$ cat src/rtl/div_pkg.sv
// Shared constants for the sequential divider: default operand width and FSM encoding.
// Latency: n/a (package only).
// Backpressure: n/a (package only).
package div_pkg;

    // Default operand/result width of the divider.
    localparam int DIV_WIDTH = 5;

    // FSM state encoding, kept as plain constants so older tools can consume it.
    localparam logic [1:0] S_IDLE = 2'd0;
    localparam logic [1:0] S_CALC = 2'd1;
    localparam logic [1:0] S_DONE = 2'd2;

endpackage

$ cat src/rtl/div5_seq_sub_cla.sv
// sub_cla: W-bit carry-lookahead subtractor, diff = a + ~b + 1, borrow_out = ~carry_out.
// Latency: purely combinational, zero cycles.
// Backpressure: none; result follows the inputs every cycle.
// Ports: a, b (W-bit operands), diff (W-bit difference), borrow_out (1 when a < b).
module sub_cla #(
    parameter int W = 6
) (
    input  logic [W-1:0] a,
    input  logic [W-1:0] b,
    output logic [W-1:0] diff,
    output logic         borrow_out
);

    logic [W-1:0] gen;
    logic [W-1:0] prop;
    logic [W:0]   carry;

    assign gen  = a & ~b;
    assign prop = a ^ ~b;

    // Each carry is formed directly from the generate/propagate terms of all
    // lower bits plus the carry-in of 1, rather than rippling bit by bit.
    always_comb begin
        logic acc;
        logic pp;
        carry    = '0;
        carry[0] = 1'b1;
        for (int i = 0; i < W; i++) begin
            acc = gen[i];
            pp  = prop[i];
            for (int j = i - 1; j >= 0; j--) begin
                acc = acc | (pp & gen[j]);
                pp  = pp & prop[j];
            end
            carry[i+1] = acc | (pp & carry[0]);
        end
    end

    assign diff       = prop ^ carry[W-1:0];
    assign borrow_out = ~carry[W];

endmodule

$ cat src/rtl/div5_seq.sv
// div5_seq: unsigned restoring divider, one quotient bit per cycle (IDLE -> CALC -> DONE).
// Latency: done pulses WIDTH+1 cycles after start is sampled (1 cycle for a zero divisor
//          when DIV5_SEQ_ZERO_DETECT_EN is defined).
// Backpressure: start is only accepted in IDLE or DONE; start during CALC is dropped.
// Ports: clk, rst (sync, active-high), start/dividend/divisor (request), busy (in CALC),
//        done (1-cycle result pulse), quotient/remainder (held until next done),
//        div_by_zero (only driven when DIV5_SEQ_ZERO_DETECT_EN is defined, else 0).
module div5_seq
    import div_pkg::*;
#(
    parameter int WIDTH = DIV_WIDTH
) (
    input  logic             clk,
    input  logic             rst,
    input  logic             start,
    input  logic [WIDTH-1:0] dividend,
    input  logic [WIDTH-1:0] divisor,
    output logic             busy,
    output logic             done,
    output logic [WIDTH-1:0] quotient,
    output logic [WIDTH-1:0] remainder,
    output logic             div_by_zero
);

    localparam int CNT_W = $clog2(WIDTH + 1);

    logic [1:0]       state_q, state_d;
    logic [WIDTH-1:0] dvd_q, dvd_d;     // dividend, shifted left as its MSBs are consumed
    logic [WIDTH-1:0] dvs_q, dvs_d;
    logic [WIDTH-1:0] prem_q, prem_d;   // partial remainder
    logic [WIDTH-1:0] qacc_q, qacc_d;   // quotient bits accumulated so far
    logic [CNT_W-1:0] cnt_q, cnt_d;     // iterations left
    logic [WIDTH-1:0] quo_q, quo_d;
    logic [WIDTH-1:0] rem_q, rem_d;
`ifdef DIV5_SEQ_ZERO_DETECT_EN
    logic             dbz_q, dbz_d;
`endif

    // One restoring step: trial-subtract the divisor from {partial rem, next bit}.
    logic [WIDTH:0]   trial;
    logic [WIDTH:0]   sub_diff;
    logic             sub_borrow;
    logic [WIDTH-1:0] prem_next;
    logic [WIDTH-1:0] qacc_next;
    logic             unused_diff_msb;

    assign trial = {prem_q, dvd_q[WIDTH-1]};

    sub_cla #(.W(WIDTH + 1)) u_sub_cla (
        .a          (trial),
        .b          ({1'b0, dvs_q}),
        .diff       (sub_diff),
        .borrow_out (sub_borrow)
    );

    // Without a borrow the difference is below the divisor, so its MSB is always 0.
    assign unused_diff_msb = sub_diff[WIDTH];
    assign prem_next       = sub_borrow ? trial[WIDTH-1:0] : sub_diff[WIDTH-1:0];
    assign qacc_next       = (qacc_q << 1) | {{(WIDTH-1){1'b0}}, ~sub_borrow};

    always_comb begin
        state_d = state_q;
        dvd_d   = dvd_q;
        dvs_d   = dvs_q;
        prem_d  = prem_q;
        qacc_d  = qacc_q;
        cnt_d   = cnt_q;
        quo_d   = quo_q;
        rem_d   = rem_q;
`ifdef DIV5_SEQ_ZERO_DETECT_EN
        dbz_d   = dbz_q;
`endif
        case (state_q)
            S_IDLE, S_DONE: begin
                if (start) begin
                    dvd_d   = dividend;
                    dvs_d   = divisor;
                    prem_d  = '0;
                    qacc_d  = '0;
                    cnt_d   = CNT_W'(WIDTH);
                    state_d = S_CALC;
`ifdef DIV5_SEQ_ZERO_DETECT_EN
                    // Zero divisor short-circuits straight to the result.
                    if (divisor == '0) begin
                        state_d = S_DONE;
                        quo_d   = '1;
                        rem_d   = dividend;
                        dbz_d   = 1'b1;
                    end
`endif
                end else begin
                    state_d = S_IDLE;
                end
            end
            S_CALC: begin
                dvd_d  = dvd_q << 1;
                prem_d = prem_next;
                qacc_d = qacc_next;
                cnt_d  = cnt_q - CNT_W'(1);
                if (cnt_q == CNT_W'(1)) begin
                    state_d = S_DONE;
                    quo_d   = qacc_next;
                    rem_d   = prem_next;
`ifdef DIV5_SEQ_ZERO_DETECT_EN
                    dbz_d   = 1'b0;
`endif
                end
            end
            default: state_d = S_IDLE;
        endcase
    end

    always_ff @(posedge clk) begin
        if (rst) begin
            state_q <= S_IDLE;
            dvd_q   <= '0;
            dvs_q   <= '0;
            prem_q  <= '0;
            qacc_q  <= '0;
            cnt_q   <= '0;
            quo_q   <= '0;
            rem_q   <= '0;
`ifdef DIV5_SEQ_ZERO_DETECT_EN
            dbz_q   <= 1'b0;
`endif
        end else begin
            state_q <= state_d;
            dvd_q   <= dvd_d;
            dvs_q   <= dvs_d;
            prem_q  <= prem_d;
            qacc_q  <= qacc_d;
            cnt_q   <= cnt_d;
            quo_q   <= quo_d;
            rem_q   <= rem_d;
`ifdef DIV5_SEQ_ZERO_DETECT_EN
            dbz_q   <= dbz_d;
`endif
        end
    end

    assign busy      = (state_q == S_CALC);
    assign done      = (state_q == S_DONE);
    assign quotient  = quo_q;
    assign remainder = rem_q;
`ifdef DIV5_SEQ_ZERO_DETECT_EN
    assign div_by_zero = dbz_q;
`else
    assign div_by_zero = 1'b0;
`endif

endmodule

$ cat config.mk
export PLATFORM = sky130hd
export DESIGN_NAME = div5_seq
export DESIGN_NICKNAME = d
export VERILOG_FILES = /design/src/rtl/div_pkg.sv /design/src/rtl/div5_seq_sub_cla.sv /design/src/rtl/div5_seq.sv
export SDC_FILE = /design/constraint.sdc
export NUM_CORES = 1
export LEC_CHECK = 0
export BUFFER_PORTS_ARGS = -buffer_cell sky130_fd_sc_hd__clkbuf_2
export CORE_AREA = 2 2 78 80
export CTS_CLUSTER_SIZE = 28
export DETAILED_ROUTE_END_ITERATION = 12
export DIE_AREA = 0 0 80 82
export GPL_TIMING_DRIVEN = 0
export PLACE_DENSITY = 0.46
export SLEW_MARGIN = 20
export SYNTH_ARGS = -nofsm -noshare
export SYNTH_HDL_FRONTEND = slang
export SYNTH_HIERARCHICAL = 1
export SYNTH_SLANG_ARGS = --single-unit
$ cat constraint.sdc
create_clock -name clk -period 2.3 [get_ports clk]
set_clock_uncertainty 0.2 [all_clocks]
set_input_delay 0 -clock clk [delete_from_list [all_inputs] [get_ports clk]]
set_output_delay 0 -clock clk [all_outputs]
set_load 0.02 [all_outputs]
==> run_results.csv, run 1 <==
group,metric,value,unit
power,swShare,28.32,%
global_routing,grt_use_total,12.56,%
detailed_routing,route.final.wire_length,3.667,mm
global_routing,antenna_violations_before_repair,0,
detailed_routing,drc,0,
detailed_routing,initialDrtViolationCount,71,
floorplanning,die_width,80,um
detailed_routing,avgRoutedWirePerCell,11.60,um
critical_path,critical_path_at,2.33,ns
floorplanning,num_rows,28,
critical_path,worst_ep_required_time,2.26,ns
cts,cts_buffers,5,
run,maxCapViolCount,0,
global_routing,globalRoute.totalOverflow,0,
status,violations,"negative setup slack",
sta,finalSetupViolCount,5,
critical_path,timing.reg2reg.setup_slack,-0.06,ns
power,irDropWorstVdd,263.6,uV
finish,fillers,610,
cts,sinks_on_the_clock_net,34,
finish,drive_above_1_share,30.29,%
global_routing,grt_pass1_vias,1313,
sta,hold-worst-slack,0.03409,ns
power,fin_total_pwr,1472,uW
sta,timing.final.crit_period,2.364,ns
place,finalWeightedCongestion,0.6914,
min_path,hold_path_class,"in -> reg",
detailed_routing,drt_first_pass_iters,4,
place,place_inst,288,
power,seq_power_share,43.6,%
floorplanning,die_area,6560,um2
synth,synthesis.area_per_instance,8.725,um2
critical_path,crit_path_end_kind,"flip-flop",
finish,finish.cell_count_without_fillers,316,
cts,worst_skew_pair.late_latency,0.29,ns
floorplanning,initial_core_util,28.70,%
detailed_routing,vias_per_cell,4.399,
finish,fin_util,38.92,%
critical_path,setup.worst_path.start,"dvs_q[0]$_SDFFE_PP0P_",
finish,finalNetCount,263,
critical_path,cp_class,"reg -> reg",
place,place.port_buffers,23,
sta,post_route_setup_tns,-0.2573,ns
place,post-dp-hpwl,2.556,mm
floorplanning,ios,26,
critical_path,worst-path-max-fanout,6,
power,power_frac_clock,31.4,%
critical_path,cp-start-kind,"flip-flop",
critical_path,ff2ff_path_depth,9,
synth,syn_area,1649,um2
finish,area_overhead_of_the_layout_relative_to_synthesis,35.58,%
global_routing,grt_max_degree,11,
power,cellInternalPower,1055,uW
detailed_routing,vias,1390,
power,p_comb_share,24.9,%
cts,root_buffer,"sky130_fd_sc_hd__clkbuf_8",
cts,clk_pin_slew_worst_paths,0.08,ns
sta,max_slew.worst_pin.slew,0.5771,ns
critical_path,worstSetupEndpoint,"remainder[2]$_SDFFE_PP0P_",
status,outcome,"finished with violations",
sta,fin_crit_sh,102.8,%
cts,cts_tree,"done",
power,power_leakage,0.0009138,uW
power,pwr_density_cell,658.2,nW/um2
critical_path,worstReg2RegEnd,"remainder[2]$_SDFFE_PP0P_",
floorplanning,die-height,82,um
sta,rsz0062_at_grt,"true",
sta,finalHoldViolations,0,
global_routing,global_route_wire_length_before_repair,6.203,mm
power,net-switching-power,416.8,uW
detailed_routing,ant_nets,0,
synth,syn-instance-count,189,
cts,htree_num_levels,2,
finish,num_antenna_cells,0,
critical_path,critical_r2r_launch,"dvs_q[0]$_SDFFE_PP0P_",
sta,worst_slew_margin_rel,61.52,%
sta,postLayoutSetupSlackWorst,-0.06443,ns
floorplanning,core_area,5746,um2
sta,maxSlewViolCount,0,
synth,ys.warnings.count,6,
sta,clock.fmax,0.4229,GHz
cts,cts.path.max_buffers,2,
critical path, stage by stage, from the launching register on:
cell	delay, ns
sky130_fd_sc_hd__dfxtp_4	0.36
sky130_fd_sc_hd__ha_4	0.23
sky130_fd_sc_hd__o21a_1	0.18
sky130_fd_sc_hd__o21a_1	0.21
sky130_fd_sc_hd__a311oi_2	0.24
sky130_fd_sc_hd__o21ba_2	0.18
sky130_fd_sc_hd__buf_6	0.13
sky130_fd_sc_hd__mux2_4	0.32
sky130_fd_sc_hd__mux2i_1	0.14
sky130_fd_sc_hd__nor2_1	0.05
stage by stage:
stage                     worst slack (ns)  instance area, um2
after floorplan                   -0.04320                1679
after global placement             -0.2291                1888
after detailed placement           -0.2328                1888
after CTS                         -0.09563                2200
after global routing               -0.1987                2236
final                             -0.06443                2236
sequential cells by signal, summed over array words and instances, names as in the netlist:
register   flops
cnt_q          3
dvd_q          5
dvs_q          5
prem_q         5
qacc_q         4
quotient       5
remainder      5
state_q        2
area by class of cell:
| cell class | instances | area (um2) | share of cell area (%) |
|---|---|---|---|
| clock buffer | 7 | 86.33 | 3.861 |
| clock inverter | 1 | 5.005 | 0.2238 |
| tap | 75 | 93.84 | 4.197 |
| inverter | 13 | 48.80 | 2.182 |
| multi-input combinational | 130 | 919.6 | 41.13 |
| sequential | 34 | 686.9 | 30.72 |
| timing repair buffer | 43 | 304.0 | 13.60 |
| buffer | 13 | 91.34 | 4.085 |
cell usage in the layout (no fill, tap or decap), types with 3 or more instances in the layout:
| master | count |
|---|---|
| sky130_fd_sc_hd__a21oi_1 | 15 |
| sky130_fd_sc_hd__a21oi_2 | 4 |
| sky130_fd_sc_hd__a311oi_1 | 4 |
| sky130_fd_sc_hd__buf_2 | 3 |
| sky130_fd_sc_hd__buf_4 | 9 |
| sky130_fd_sc_hd__clkbuf_1 | 5 |
| sky130_fd_sc_hd__clkbuf_2 | 23 |
| sky130_fd_sc_hd__clkbuf_8 | 6 |
| sky130_fd_sc_hd__dfxtp_1 | 31 |
| sky130_fd_sc_hd__dlygate4sd3_1 | 14 |
| sky130_fd_sc_hd__ha_1 | 7 |
| sky130_fd_sc_hd__ha_4 | 3 |
| sky130_fd_sc_hd__inv_1 | 10 |
| sky130_fd_sc_hd__inv_2 | 3 |
| sky130_fd_sc_hd__mux2_4 | 5 |
| sky130_fd_sc_hd__mux2i_1 | 10 |
| sky130_fd_sc_hd__nand2_1 | 23 |
| sky130_fd_sc_hd__nand2_2 | 4 |
| sky130_fd_sc_hd__nand2b_1 | 4 |
| sky130_fd_sc_hd__nand3_1 | 11 |
| sky130_fd_sc_hd__nor2_1 | 17 |
| sky130_fd_sc_hd__nor3_1 | 4 |
how the worst min path moves through the flow:
stage | cells past startpoint | from | end | slack [ns]
6_report | 5 | start | cnt_q[1]$_SDFFE_PP0P_ | 0.03
5_1_grt | 5 | start | cnt_q[1]$_SDFFE_PP0P_ | 0.07
4_1_cts | 5 | start | cnt_q[1]$_SDFFE_PP0P_ | 0.03
3_5_place_dp | 3 | divisor[4] | dvs_q[4]$_SDFFE_PP0P_ | 0.03
3_3_place_gp | 3 | divisor[4] | dvs_q[4]$_SDFFE_PP0P_ | 0.02
2_1_floorplan | 2 | divisor[1] | dvs_q[1]$_SDFFE_PP0P_ | -0.06
power groups by stage:
stage / sequential, uW / clock [uW] / combinational (uW)
after CTS: 642 / 474 / 363
after detailed placement: 655 / 0 / 303
after global routing: 647 / 508 / 406
after global placement: 654 / 0 / 304
final: 642 / 463 / 367
after floorplan: 652 / 0 / 237
routing by layer:
metal	part of all wire [%]	track usage [%]
met1	48	15.64
met2	47	20.42
met3	3.3	3.297
met4	2.0	5.593
met5	0	0
repair_timing:
action,4_1_cts,5_1_grt
pin swaps,6,6
resized for setup,7,11
hold buffers,14,0
buffers inserted,6,0
endpoints found under the setup margin,10,11
gates cloned,0,0
endpoints found under the hold margin,12,0
No activity file was read; power rests on OpenSTA's default activity.
==> run 2: changes to the inputs <==
--- a/config.mk
+++ b/config.mk
@@ -7,11 +7,12 @@
 export LEC_CHECK = 0
 export BUFFER_PORTS_ARGS = -buffer_cell sky130_fd_sc_hd__clkbuf_2
 export CORE_AREA = 2 2 78 80
+export CTS_BUF_LIST = sky130_fd_sc_hd__clkbuf_16
 export CTS_CLUSTER_SIZE = 28
 export DETAILED_ROUTE_END_ITERATION = 12
 export DIE_AREA = 0 0 80 82
 export GPL_TIMING_DRIVEN = 0
-export PLACE_DENSITY = 0.46
+export PLACE_DENSITY = 0.56
 export SLEW_MARGIN = 20
 export SYNTH_ARGS = -nofsm -noshare
 export SYNTH_HDL_FRONTEND = slang
==> run 2 against run 1 <==
  * The flow still finishes with violations (negative setup slack)
  * Utilization grew 1.6 points
  * Sequential power is essentially flat
  * Count of clock-buffer cells in the layout shrank 2
  * Sequential share of layout area shrank 1.3 points
  * Power grew 28%
  * Flip-flop and latch count is the same
  * Routed wire length is essentially flat
  * Largest cell class unchanged
  * Highest routed layer unchanged
==> run_results.csv, run 2 (same netlist as run 1, synthesis figures left out) <==
group,metric,value,unit
finish,commonest_non_fill_non_tap_cell_in_the_layout,"sky130_fd_sc_hd__dfxtp_1",
critical_path,worst_ep_required_time,2.25,ns
detailed_routing,initialDrtViolationCount,60,
critical_path,critical_path.max_stage_delay,0.33,ns
global_routing,globalRoute.totalOverflow,0,
power,irDropWorstVdd,387.5,uV
critical_path,cp_class,"reg -> reg",
status,violations,"negative setup slack",
sta,fin_crit_sh,103.8,%
detailed_routing,vias,1399,
sta,max_slew.worst_pin.slew,0.5662,ns
global_routing,grt_max_degree,13,
cts,root_buffer,"sky130_fd_sc_hd__clkbuf_16",
global_routing,grt_use_total,11.88,%
cts,cts_buffers,5,
place,place.port_buffers,23,
finish,drive_above_1_share,29.88,%
cts,cts_tree,"done",
floorplanning,num_rows,28,
floorplanning,initial_core_util,28.70,%
floorplanning,die_width,80,um
finish,most-common-layout-cells,"sky130_fd_sc_hd__dfxtp_1 (31), sky130_fd_sc_hd__nand2_1 (24), sky130_fd_sc_hd__clkbuf_2 (23), sky130_fd_sc_hd__nor2_1 (17), sky130_fd_sc_hd__a21oi_1 (16)",
critical_path,cp_top_family,"compound AO/OA/AOI/OAI gates",
finish,fin_util,40.55,%
cts,clk_pin_slew_worst_paths,0.06,ns
power,power_leakage,0.0009567,uW
critical_path,cp_slowest_cell,"sky130_fd_sc_hd__dfxtp_2",
global_routing,grt_pass1_vias,1252,
finish,num_antenna_cells,0,
floorplanning,ios,26,
floorplanning,die-height,82,um
critical_path,setup.worst_path.start,"dvd_q[4]$_SDFFE_PP0P_",
finish,area_overhead_of_the_layout_relative_to_synthesis,41.27,%
run,maxCapViolCount,0,
sta,finalSetupViolCount,10,
detailed_routing,vias_per_cell,4.427,
detailed_routing,route.final.wire_length,3.665,mm
sta,rsz0062_at_grt,"true",
detailed_routing,ant_nets,0,
sta,maxSlewViolCount,0,
cts,sinks_on_the_clock_net,34,
status,outcome,"finished with violations",
critical_path,worst-path-max-fanout,6,
critical_path,critical_path_at,2.34,ns
detailed_routing,avgRoutedWirePerCell,11.60,um
sta,timing.final.crit_period,2.387,ns
detailed_routing,drt_first_pass_iters,4,
cts,worst_skew_pair.late_latency,0.28,ns
critical_path,cp-start-kind,"flip-flop",
place,post-dp-hpwl,2.508,mm
cts,cts.path.max_buffers,2,
critical_path,cp_cell_sequence,"buf_6, ha_4, o21a_1, o21a_1, a311oi_2, o21ba_2, buf_6, mux2_4, mux2i_1, nor2_1",
sta,clock.fmax,0.4190,GHz
power,pwr_density_cell,810.2,nW/um2
finish,fillers,583,
finish,finalNetCount,263,
sta,post_route_setup_tns,-0.5143,ns
critical_path,worstReg2RegEnd,"remainder[2]$_SDFFE_PP0P_",
min_path,hold_path_class,"reg -> reg",
critical_path,critical_path_cell_count,10,
floorplanning,die_area,6560,um2
global_routing,global_route_wire_length_before_repair,5.968,mm
sta,postLayoutSetupSlackWorst,-0.08681,ns
detailed_routing,drc,0,
critical_path,crit_path_end_kind,"flip-flop",
cts,htree_num_levels,2,
floorplanning,core_area,5746,um2
critical_path,timing.reg2reg.setup_slack,-0.09,ns
global_routing,antenna_violations_before_repair,0,
critical_path,ff2ff_path_depth,10,
sta,worst_slew_margin_rel,62.25,%
place,finalWeightedCongestion,0.7457,
critical_path,cp.buffers_inverters,2,
critical_path,worstSetupEndpoint,"remainder[2]$_SDFFE_PP0P_",
critical_path,critical_r2r_launch,"dvd_q[4]$_SDFFE_PP0P_",
sta,finalHoldViolations,0,
## run 2: cell count changes in the layout (fill, tap and decap cells not counted), sizes merged
cell	before	now
clkbuf	34	32
bufinv	0	2
## run 2: report_power, final
group          switching, uW  internal [uW]
registers               22.0            621
clock network            254            622
logic                    176            193
total                    452           1440
## run 2: routing by layer
metal / GRT usage (%) / vias up / wire (um)
met3: 2.747 / 5 / 138
li1: - / 733 / -
met4: 5.085 / 0 / 47
met1: 14.90 / 640 / 1722
met2: 19.58 / 21 / 1757
met5: 0 / - / 0
## run 2: stage by stage
step                      instance area, um2  worst slack [ns]  hold slack (ns)  cells  total power (uW)
after floorplan                         1679          -0.04320         -0.06404    190             888.9
after global placement                  1888           -0.1903          0.02871    288             951.3
after detailed placement                1888           -0.2270          0.02822    288             956.1
after CTS                               2288          -0.09880          0.05444    315              1891
after global routing                    2330           -0.2093           0.2764    316              1973
final                                   2330          -0.08681           0.2520    316              1888
## run 2: how the worst min path moves through the flow
stage / from / end / slack (ns) / cells past startpoint
4_1_cts: start / qacc_q[1]$_SDFFE_PP0P_ / 0.05 / 5
2_1_floorplan: divisor[1] / dvs_q[1]$_SDFFE_PP0P_ / -0.06 / 2
3_3_place_gp: divisor[2] / dvs_q[2]$_SDFFE_PP0P_ / 0.03 / 3
5_1_grt: dvs_q[1]$_SDFFE_PP0P_ / dvs_q[1]$_SDFFE_PP0P_ / 0.28 / 2
6_report: dvs_q[1]$_SDFFE_PP0P_ / dvs_q[1]$_SDFFE_PP0P_ / 0.25 / 2
3_5_place_dp: divisor[0] / dvs_q[0]$_SDFFE_PP0P_ / 0.03 / 3
## run 2: layout make-up
cell class,count,area [um2],share of cell area (%)
well taps,75,93.84,4.028
flip-flops and latches,34,684.4,29.38
multi-input cells,130,913.4,39.21
inverters,13,48.80,2.095
clock inverters,3,68.82,2.954
repair buffers,43,304.0,13.05
plain buffers,13,91.34,3.921
clock buffers,5,125.1,5.371
## run 2: repair_timing
item	in CTS	in global routing
resized for setup	6	9
setup buffers	5	1
hold buffers	14	1
hold endpoints to repair	11	1
endpoints found under the setup margin	10	11
pin swaps	4	6
## run 2: worst min-delay path, delay by kind of cell, from the launching register on
family             cells  cell delay, ns
DFF                    1            0.31
and+or+nand+nor        1            0.05
AOI/OAI and AO/OA      1            0.05
==> run 3: changes to the inputs <==
==> constraint.sdc (replaced) <==
create_clock -name clk -period 2.1 [get_ports clk]
set_clock_uncertainty 0.2 [all_clocks]
set_input_delay 0 -clock clk [delete_from_list [all_inputs] [get_ports clk]]
set_output_delay 0 -clock clk [all_outputs]
set_load 0.02 [all_outputs]
==> run 3 against run 2 <==
  * Sequential share of layout area did not move
  * Routed wire length rose by 0.90%
  * The flow still finishes with violations (negative setup slack)
  * Flip-flop and latch count did not move
  * Hold slack barely moved
  * Critical endpoint unchanged
  * Power rose by 9.7%
==> run_results.csv, run 3 (same netlist as run 1, synthesis figures left out) <==
group,metric,value,unit
sta,postLayoutSetupSlackWorst,-0.2936,ns
finish,most-common-layout-cells,"sky130_fd_sc_hd__dfxtp_1 (31), sky130_fd_sc_hd__nand2_1 (24), sky130_fd_sc_hd__clkbuf_2 (23), sky130_fd_sc_hd__nor2_1 (17), sky130_fd_sc_hd__a21oi_1 (16)",
global_routing,grt_max_degree,13,
cts,sinks_on_the_clock_net,34,
detailed_routing,vias,1396,
floorplanning,die_width,80,um
detailed_routing,drc,0,
critical_path,critical_r2r_launch,"dvd_q[4]$_SDFFE_PP0P_",
power,net-switching-power,498.7,uW
run,maxCapViolCount,0,
cts,htree_num_levels,2,
cts,root_buffer,"sky130_fd_sc_hd__clkbuf_16",
cts,worst_skew_pair.late_latency,0.28,ns
global_routing,grt_use_total,11.86,%
cts,cts_buffers,5,
sta,maxSlewViolCount,0,
global_routing,grt_pass1_vias,1247,
status,violations,"negative setup slack",
critical_path,worst-path-max-fanout,6,
sta,clock.fmax,0.4178,GHz
place,place.port_buffers,23,
sta,post_route_setup_tns,-2.646,ns
sta,max_slew.worst_pin.slew,0.5661,ns
finish,finalNetCount,263,
detailed_routing,route.final.wire_length,3.698,mm
power,power_frac_clock,46.4,%
global_routing,globalRoute.totalOverflow,0,
cts,cts_tree,"done",
critical_path,critical_path_at,2.34,ns
finish,drive_above_1_share,29.88,%
critical_path,crit_path_end_kind,"flip-flop",
sta,finalSetupViolCount,11,
cts,cts.path.max_buffers,2,
detailed_routing,ant_nets,0,
place,dp_slack,-0.4270,ns
finish,num_antenna_cells,0,
floorplanning,num_rows,28,
detailed_routing,avgRoutedWirePerCell,11.70,um
power,pwr_density_cell,889.2,nW/um2
floorplanning,die-height,82,um
critical_path,cp_class,"reg -> reg",
sta,fin_crit_sh,114.0,%
power,cellInternalPower,1573,uW
detailed_routing,initialDrtViolationCount,73,
floorplanning,core_area,5746,um2
place,finalWeightedCongestion,0.7457,
global_routing,antenna_violations_before_repair,0,
floorplanning,ios,26,
critical_path,cp-start-kind,"flip-flop",
power,p_comb_share,19.6,%
finish,area_overhead_of_the_layout_relative_to_synthesis,41.27,%
place,post-dp-hpwl,2.508,mm
sta,worst_slew_margin_rel,62.26,%
power,irDropWorstVdd,424.7,uV
finish,fin_util,40.55,%
sta,hold-worst-slack,0.2519,ns
min_path,hold_path_class,"reg -> reg",
critical_path,worst_ep_required_time,2.05,ns
sta,rsz0062_at_grt,"true",
power,power_leakage,0.0009567,uW
finish,commonest_non_fill_non_tap_cell_in_the_layout,"sky130_fd_sc_hd__dfxtp_1",
floorplanning,die_area,6560,um2
global_routing,global_route_wire_length_before_repair,5.961,mm
min_path,worstHoldStart,"dvs_q[1]$_SDFFE_PP0P_",
power,fin_total_pwr,2072,uW
critical_path,setup.worst_path.start,"dvd_q[4]$_SDFFE_PP0P_",
status,outcome,"finished with violations",
power,seq_power_share,34.0,%
detailed_routing,vias_per_cell,4.418,
detailed_routing,drt_first_pass_iters,4,
power,swShare,24.07,%
floorplanning,initial_core_util,28.70,%
sta,finalHoldViolations,0,
sta,timing.final.crit_period,2.394,ns
cts,clk_pin_slew_worst_paths,0.06,ns
==> run 3: critical path: stages, from the launching register on <==
cell                       delay (ns)
sky130_fd_sc_hd__dfxtp_2         0.33
sky130_fd_sc_hd__buf_6           0.12
sky130_fd_sc_hd__ha_4            0.14
sky130_fd_sc_hd__o21a_1          0.21
sky130_fd_sc_hd__o21a_1          0.21
sky130_fd_sc_hd__a311oi_2        0.24
sky130_fd_sc_hd__o21ba_2         0.18
sky130_fd_sc_hd__buf_6           0.13
sky130_fd_sc_hd__mux2_4          0.31
sky130_fd_sc_hd__mux2i_1         0.14
sky130_fd_sc_hd__nor2_1          0.05
==> run 3: timing repair <==
action | in CTS | in global routing
pin swaps | 4 | 5
gates cloned | 0 | 0
hold buffers | 14 | 0
hold endpoints to repair | 11 | 0
endpoints found under the setup margin | 11 | 12
buffers inserted | 5 | 1
gates resized for setup | 6 | 9
==> run 3: power groups by stage <==
stage | combinational (uW) | sequential (uW) | clock [uW]
floorplan | 260 | 714 | 0
global placement | 326 | 716 | 0
detailed placement | 331 | 716 | 0
CTS | 388 | 703 | 978
global route | 445 | 709 | 1010
finish | 406 | 704 | 962
==> run 3: layout make-up <==
cell class                 count  area (um2)
fill                         584        3416
multi-input combinational    130       913.4
sequential                    34       684.4
timing repair buffer          43       304.0
clock buffer                   5       125.1
tap                           75       93.84
buffer                        13       91.34
clock inverter                 3       68.82
inverter                      13       48.80
==> run 3: worst paths after layout <==
| kind | slack (ns) | end | cells after the start |
|---|---|---|---|
| setup reg to reg | -0.29 | remainder[2]$_SDFFE_PP0P_ | 10 |
| hold reg to reg | 0.25 | dvs_q[1]$_SDFFE_PP0P_ | 2 |
| setup / recovery | -0.29 | remainder[2]$_SDFFE_PP0P_ | 10 |
| hold / removal | 0.25 | dvs_q[1]$_SDFFE_PP0P_ | 2 |
==> run 3: per-layer routing <==
layer / up-vias / part of all wire, % / global-route usage, % / routed length [um]
li1: 729 / - / - / -
met1: 637 / 47 / 14.96 / 1748
met2: 25 / 47 / 19.42 / 1750
met3: 5 / 4.1 / 2.747 / 153
met4: 0 / 1.3 / 5.085 / 47
met5: - / 0 / 0 / 0
==> run 3: metrics by stage <==
step,area (um2),cells
4_1_cts,2288,315
3_5_place_dp,1888,288
2_1_floorplan,1679,190
6_report,2330,316
3_3_place_gp,1888,288
5_1_grt,2330,316
